File: src/rtl/watchdog_reset_pkg.sv
// Shared definitions for the watchdog reset block: state encoding and default sizing.
package watchdog_reset_pkg;

    typedef enum logic [1:0] {
        WDT_DISARMED = 2'd0,
        WDT_RUN      = 2'd1,
        WDT_WARN     = 2'd2,
        WDT_FIRE     = 2'd3
    } wdt_state_e;

    localparam int WDT_CNT_WIDTH    = 24;
    localparam int WDT_WARN_CYCLES  = 256;
    localparam int WDT_PULSE_CYCLES = 16;

endpackage

File: src/rtl/watchdog_reset_pulse_gen.sv
// Loadable down-counter that times the reset-request pulse; done strobes on the
// last low cycle so the owner can leave FIRE exactly PULSE_CYCLES after load.
module wdt_pulse_gen
    import watchdog_reset_pkg::*;
#(
    parameter int PULSE_CYCLES = WDT_PULSE_CYCLES
) (
    input  logic clk,
    input  logic resetn,
    input  logic load,
    output logic done
);

    localparam int PW = $clog2(PULSE_CYCLES + 1);
    localparam logic [PW-1:0] PW_ONE  = PW'(1'b1);
    localparam logic [PW-1:0] PW_LOAD = PW'(PULSE_CYCLES);

    logic [PW-1:0] cnt_r;

    // Pulse length counter: load, then count down to zero and hold.
    always_ff @(posedge clk or negedge resetn) begin
        if (!resetn) begin
            cnt_r <= {PW{1'b0}};
        end else if (load) begin
            cnt_r <= PW_LOAD;
        end else if (cnt_r != {PW{1'b0}}) begin
            cnt_r <= cnt_r - PW_ONE;
        end else begin
            cnt_r <= cnt_r;
        end
    end

    assign done = (cnt_r == PW_ONE);

endmodule

File: src/rtl/watchdog_reset.sv
// Software-kicked watchdog driving an active-low reset-request pulse.
// Optional macro WDT_LOCK_EN: once armed, disarm and re-arm with a new timeout are ignored.
module watchdog_reset
    import watchdog_reset_pkg::*;
#(
    parameter int CNT_WIDTH    = WDT_CNT_WIDTH,
    parameter int WARN_CYCLES  = WDT_WARN_CYCLES,
    parameter int PULSE_CYCLES = WDT_PULSE_CYCLES
) (
    input  logic                 clk,
    input  logic                 resetn,
    input  logic                 cfg_we,
    input  logic                 cfg_arm,
    input  logic [CNT_WIDTH-1:0] cfg_timeout,
    input  logic                 kick,
    input  logic                 clr_flag,
    output logic                 reset_req_n,
    output logic                 warn_irq,
    output logic                 running,
    output logic                 expired_flag,
    output logic [CNT_WIDTH-1:0] count
);

    localparam logic [CNT_WIDTH-1:0] CNT_ZERO = {CNT_WIDTH{1'b0}};
    localparam logic [CNT_WIDTH-1:0] CNT_ONE  = CNT_WIDTH'(1'b1);
    localparam logic [CNT_WIDTH-1:0] WARN_LVL = CNT_WIDTH'(WARN_CYCLES);

    wdt_state_e           state_r, state_s;
    logic [CNT_WIDTH-1:0] timeout_r, timeout_s, count_s;
    logic                 arm_ok_s, cfg_act_s, pulse_load_s, pulse_done_s, flag_set_s;

    assign arm_ok_s = cfg_we & cfg_arm & (cfg_timeout != CNT_ZERO);

    // A config write while counting either reloads or disarms; a zero-timeout arm is a no-op.
`ifdef WDT_LOCK_EN
    assign cfg_act_s = cfg_we & cfg_arm & (cfg_timeout == timeout_r);
`else
    assign cfg_act_s = cfg_we & (~cfg_arm | (cfg_timeout != CNT_ZERO));
`endif

    wdt_pulse_gen #(
        .PULSE_CYCLES (PULSE_CYCLES)
    ) u_pulse (
        .clk    (clk),
        .resetn (resetn),
        .load   (pulse_load_s),
        .done   (pulse_done_s)
    );

    // Next-state, counter and timeout-register logic.
    always_comb begin
        state_s      = state_r;
        count_s      = count;
        timeout_s    = timeout_r;
        pulse_load_s = 1'b0;
        flag_set_s   = 1'b0;
        case (state_r)
            WDT_DISARMED: begin
                if (arm_ok_s) begin
                    timeout_s = cfg_timeout;
                    count_s   = cfg_timeout;
                    state_s   = WDT_RUN;
                end else begin
                    state_s = WDT_DISARMED;
                end
            end
            WDT_RUN, WDT_WARN: begin
                if (cfg_act_s) begin
                    if (cfg_arm) begin
                        timeout_s = cfg_timeout;
                        count_s   = cfg_timeout;
                        state_s   = WDT_RUN;
                    end else begin
                        state_s = WDT_DISARMED;
                    end
                end else if (kick) begin
                    count_s = timeout_r;
                    state_s = WDT_RUN;
                end else if ((state_r == WDT_WARN) && (count <= CNT_ONE)) begin
                    // <= rather than == so a timeout of 1 (reaching WARN at 0) still fires
                    count_s      = CNT_ZERO;
                    state_s      = WDT_FIRE;
                    pulse_load_s = 1'b1;
                end else begin
                    count_s = (count != CNT_ZERO) ? (count - CNT_ONE) : CNT_ZERO;
                    state_s = (count_s <= WARN_LVL) ? WDT_WARN : WDT_RUN;
                end
            end
            WDT_FIRE: begin
                if (pulse_done_s) begin
                    state_s    = WDT_DISARMED;
                    flag_set_s = 1'b1;
                end else begin
                    state_s = WDT_FIRE;
                end
            end
            default: begin
                state_s = WDT_DISARMED;
            end
        endcase
    end

    // State and registered outputs, all decoded from the next state.
    always_ff @(posedge clk or negedge resetn) begin
        if (!resetn) begin
            state_r      <= WDT_DISARMED;
            count        <= CNT_ZERO;
            timeout_r    <= CNT_ZERO;
            reset_req_n  <= 1'b1;
            warn_irq     <= 1'b0;
            running      <= 1'b0;
            expired_flag <= 1'b0;
        end else begin
            state_r      <= state_s;
            count        <= count_s;
            timeout_r    <= timeout_s;
            reset_req_n  <= (state_s != WDT_FIRE);
            warn_irq     <= (state_s == WDT_WARN);
            running      <= (state_s == WDT_RUN) || (state_s == WDT_WARN);
            expired_flag <= flag_set_s | (expired_flag & ~clr_flag);
        end
    end

endmodule

File: config.mk
export PLATFORM = sky130hd
export DESIGN_NAME = watchdog_reset
export DESIGN_NICKNAME = d
export VERILOG_FILES = /design/src/rtl/watchdog_reset_pkg.sv /design/src/rtl/watchdog_reset_pulse_gen.sv /design/src/rtl/watchdog_reset.sv
export SDC_FILE = /design/constraint.sdc
export NUM_CORES = 1
export LEC_CHECK = 0
export CAP_MARGIN = 20
export CORE_UTILIZATION = 56
export CTS_BUF_LIST = sky130_fd_sc_hd__clkbuf_4 sky130_fd_sc_hd__clkbuf_8
export CTS_CLUSTER_SIZE = 16
export DETAILED_ROUTE_END_ITERATION = 8
export GPL_TIMING_DRIVEN = 0
export PLACE_DENSITY = 0.86
export SLEW_MARGIN = 20
export SYNTH_ARGS = -nofsm -noshare
export SYNTH_HDL_FRONTEND = slang
export SYNTH_SLANG_ARGS = --single-unit
File: constraint.sdc
create_clock -name clk -period 3.6 [get_ports clk]
set_input_delay 0.72 -clock clk [delete_from_list [all_inputs] [get_ports clk]]
set_output_delay 0.72 -clock clk [all_outputs]
set_load 0.005 [all_outputs]
==> results.md <==
* Status: finished, final reports clean
* Count of port buffers added during placement at 56
* Via density at 6.53
* Int Power at between 2 and 2.5 mW
* Total CTS buffers at 9
* Clk_skew at 0.0104 ns
* Period minus WS final at 3.41 ns
* Number of diodes at 0
* CP Max Fanout at 10
* Final period util at 94.7%
* Seq/Total Area, Yosys at 41.7%
* Main synth FF type: dfrtp_1
* HP Class: input pin to async pin
* Post-DP HPWL at 7.70 mm
* Full die area at ~6700 µm²
* FF-to-FF End: running
* Hold slack at ~0.24 ns
* Final hold violation count at 0
* Layout cell share with drive strength beyond 1 at a little over an eighth
* Commonest cells in the synthesized netlist: 58 x dfrtp_1, 51 x nand2_1, 31 x nor2_1
* Switching Share at 40.7%
* Slew headroom at 47.0%
* Initial DRC Count at about 450
* DR WL/cell at 19.8 µm
* R2R cell count at 11
* Asr flop ratio synth at 100%
* EDFF count, synth at 0
* Total GRT Usage at 34.3%
* Post-Syn Nets at 420
* Area grow syn2layout at 25.4%
* Combinational power share at 43.7%
* Final wirelength at 10.5 mm
* Post-CTS Setup Inserts at 0
* Clock Pin Slew Worst Setup and Hold Paths at approximately 0.070 ns
* Ys Warns at 0
* Root Driver: clkbuf_8
* Leakage at 1.80 nW
* CTS Sinks at 59
* Num rows at 28
* Worst-margin pin slew at 0.788 ns
* Count leader, synth: dfrtp_1
* Sw power at 1.45 mW
* Via count at 3,457
* Largest net degree at the start of global routing at 41
* RSZ-0062 raised after global routing: false
* Final Total Pwr at 3.56 mW
* Fin. max-slew vios at 0
* Clock latency on the worst-skew pair at roughly 0.35 ns
* Worst EP arrival at 3.65 ns
* Total grt overflow at 0
* Netlist cell types at 49
* Final nets at 488
* Ranking of synthesized cells by area: dfrtp_1 41%, mux2_2 8.6%, nand2_1 5.4%
* Max Cap Viol at 0
* Mapped Area at 3550 µm²
* Critical Path Start Type: input pin
* TritonCTS clock tree: built
* # setup viols final at 0
* Vias in the first global route at 3,354
* Chip width at 81.6 µm
* First-pass GRT wire length at 16.7 mm
* Clock share of power at 18.8%
* VDD IR max at 0.000475 V
* Core area at between 6000 and 7000 µm²
* Pwr/cell area at 801 nW/µm²
* Reg2Reg Setup Slack at 0.20 ns
* RePlAce Congestion at 0.945
* Drt first pass iters at 5
* Synth area leader: dfrtp_1
* Boundary Pins at 58
* DRC Markers at 0
* Setup crit end: count[3]
* CP Launch Point: cfg_timeout[0]
* Crit. End Element: flop
* Htree depth at 3
* Top cell type's share of synthesized area at between 40% and 50%
* Share of power burned in registers at 37.5%
* Initial antenna violation count at 0
* Cells after Synth at 381
* Maximum clock rate at 0.293 GHz
* Worst Path Class, Setup: input pin to flop
* Die Ht at just over 80 µm
* Avg Cell Area, Syn at ~9.3 µm²
* #FFs+latches synth at 59
* Antenna viol nets, final at 0
* Initial core utilization at 58.9%
* Crit Reg-Reg Startpoint: count[0]
* Max Root-Sink Buffers at 2
* CP Data Required Time at 3.84 ns
-- layout by cell type, fill, tap and decap left out, types with 6 or more instances in the layout --
cell / count
clkbuf_8: 9
nand2_1: 51
xor2_1: 11
nor4_1: 13
ha_1: 9
a211oi_1: 10
dfrtp_1: 58
inv_1: 12
clkbuf_1: 13
nor2_1: 31
mux2_2: 27
xnor2_1: 8
o21ai_0: 23
nor3_1: 16
a21oi_1: 6
clkdlybuf4s50_1: 55
o31ai_1: 13
nand2b_1: 6
a221oi_1: 6
-- what timing repair did --
action | CTS | global route
hold buffers | 0 | 0
setup endpoints to repair | 1 | 11
resized for setup | 1 | 3
-- worst max-delay path, cell delays in order --
cell             delay (ns)
clkdlybuf4s50_1        0.45
nor4_1                 0.44
nand4_1                0.28
o31ai_1                0.41
and2_1                 0.22
buf_2                  0.26
buf_1                  0.46
nor2_1                 0.12
o31ai_1                0.27
-- state kept, by name (all words and copies together) (netlist names) --
register       count
timeout_r         24
u_pulse.cnt_r      5
state_r            2
reset_req_n        1
expired_flag       1
warn_irq           1
count             24
running            1
-- routing by layer --
layer	vias to the layer above	GRT usage (%)	part of all wire, %	wire length (µm)
met5	-	0	0	0
met4	0	14.0	2.5	264
met3	31	8.67	10	1090
met2	226	56.1	49	5120
met1	1673	43.4	38	4010
li1	1527	-	-	-
-- area by class of cell --
| cell class | count | area, µm² |
|---|---|---|
| multi-input cells | 292 | 1960 |
| fillers | 450 | 1580 |
| flip-flops and latches | 59 | 1480 |
| repair buffers | 57 | 578 |
| clock buffers | 9 | 124 |
| well taps | 75 | 93.8 |
| clock inverters | 7 | 92.6 |
| plain buffers | 18 | 75.1 |
| inverters | 12 | 45.0 |
-- through the flow --
stage          worst slack [ns]  cell area, µm²  std cells  TNS [ns]  util (%)
2_1_floorplan             0.776            3550        381         0         -
3_3_place_gp             -0.134            4200        512     -1.56      69.7
3_5_place_dp             -0.188            4220        513     -2.12      70.0
4_1_cts                   0.147            4440        529         0      73.7
5_1_grt                  0.0307            4450        529         0      73.8
6_report                  0.190            4450        529         0      73.8
-- worst min path at each step --
stage                            start          endpoint  slack [ns]
after floorplan                 resetn          count[0]        0.42
after global placement    timeout_r[6]      timeout_r[6]        0.49
after detailed placement  timeout_r[6]      timeout_r[6]        0.49
after CTS                       resetn        state_r[0]        0.26
after global routing            resetn  u_pulse.cnt_r[1]        0.26
final                           resetn  u_pulse.cnt_r[0]        0.24
-- kinds of logic after synthesis --
logic type	after synthesis	synth area share (%)
DFF	59	41.7
AOI/OAI and AO/OA	82	15.5
muxes	31	9.70
buffers and inverters	30	3.35
adders and majority gates	9	3.17
and+or+nand+nor	151	21.9
xor gates and xnor gates	19	4.69
-- power groups by stage --
| stage | Clock (mW) | Sequential [mW] | Combinational (mW) |
|---|---|---|---|
| final | 0.669 | 1.34 | 1.56 |
| after global routing | 0.700 | 1.37 | 1.72 |
| after CTS | 0.669 | 1.31 | 1.53 |
| after detailed placement | 0 | 1.32 | 1.51 |
| after global placement | 0 | 1.31 | 1.47 |
| after floorplan | 0 | 1.24 | 0.932 |
Note: power is estimated with default switching activity, not from simulation.
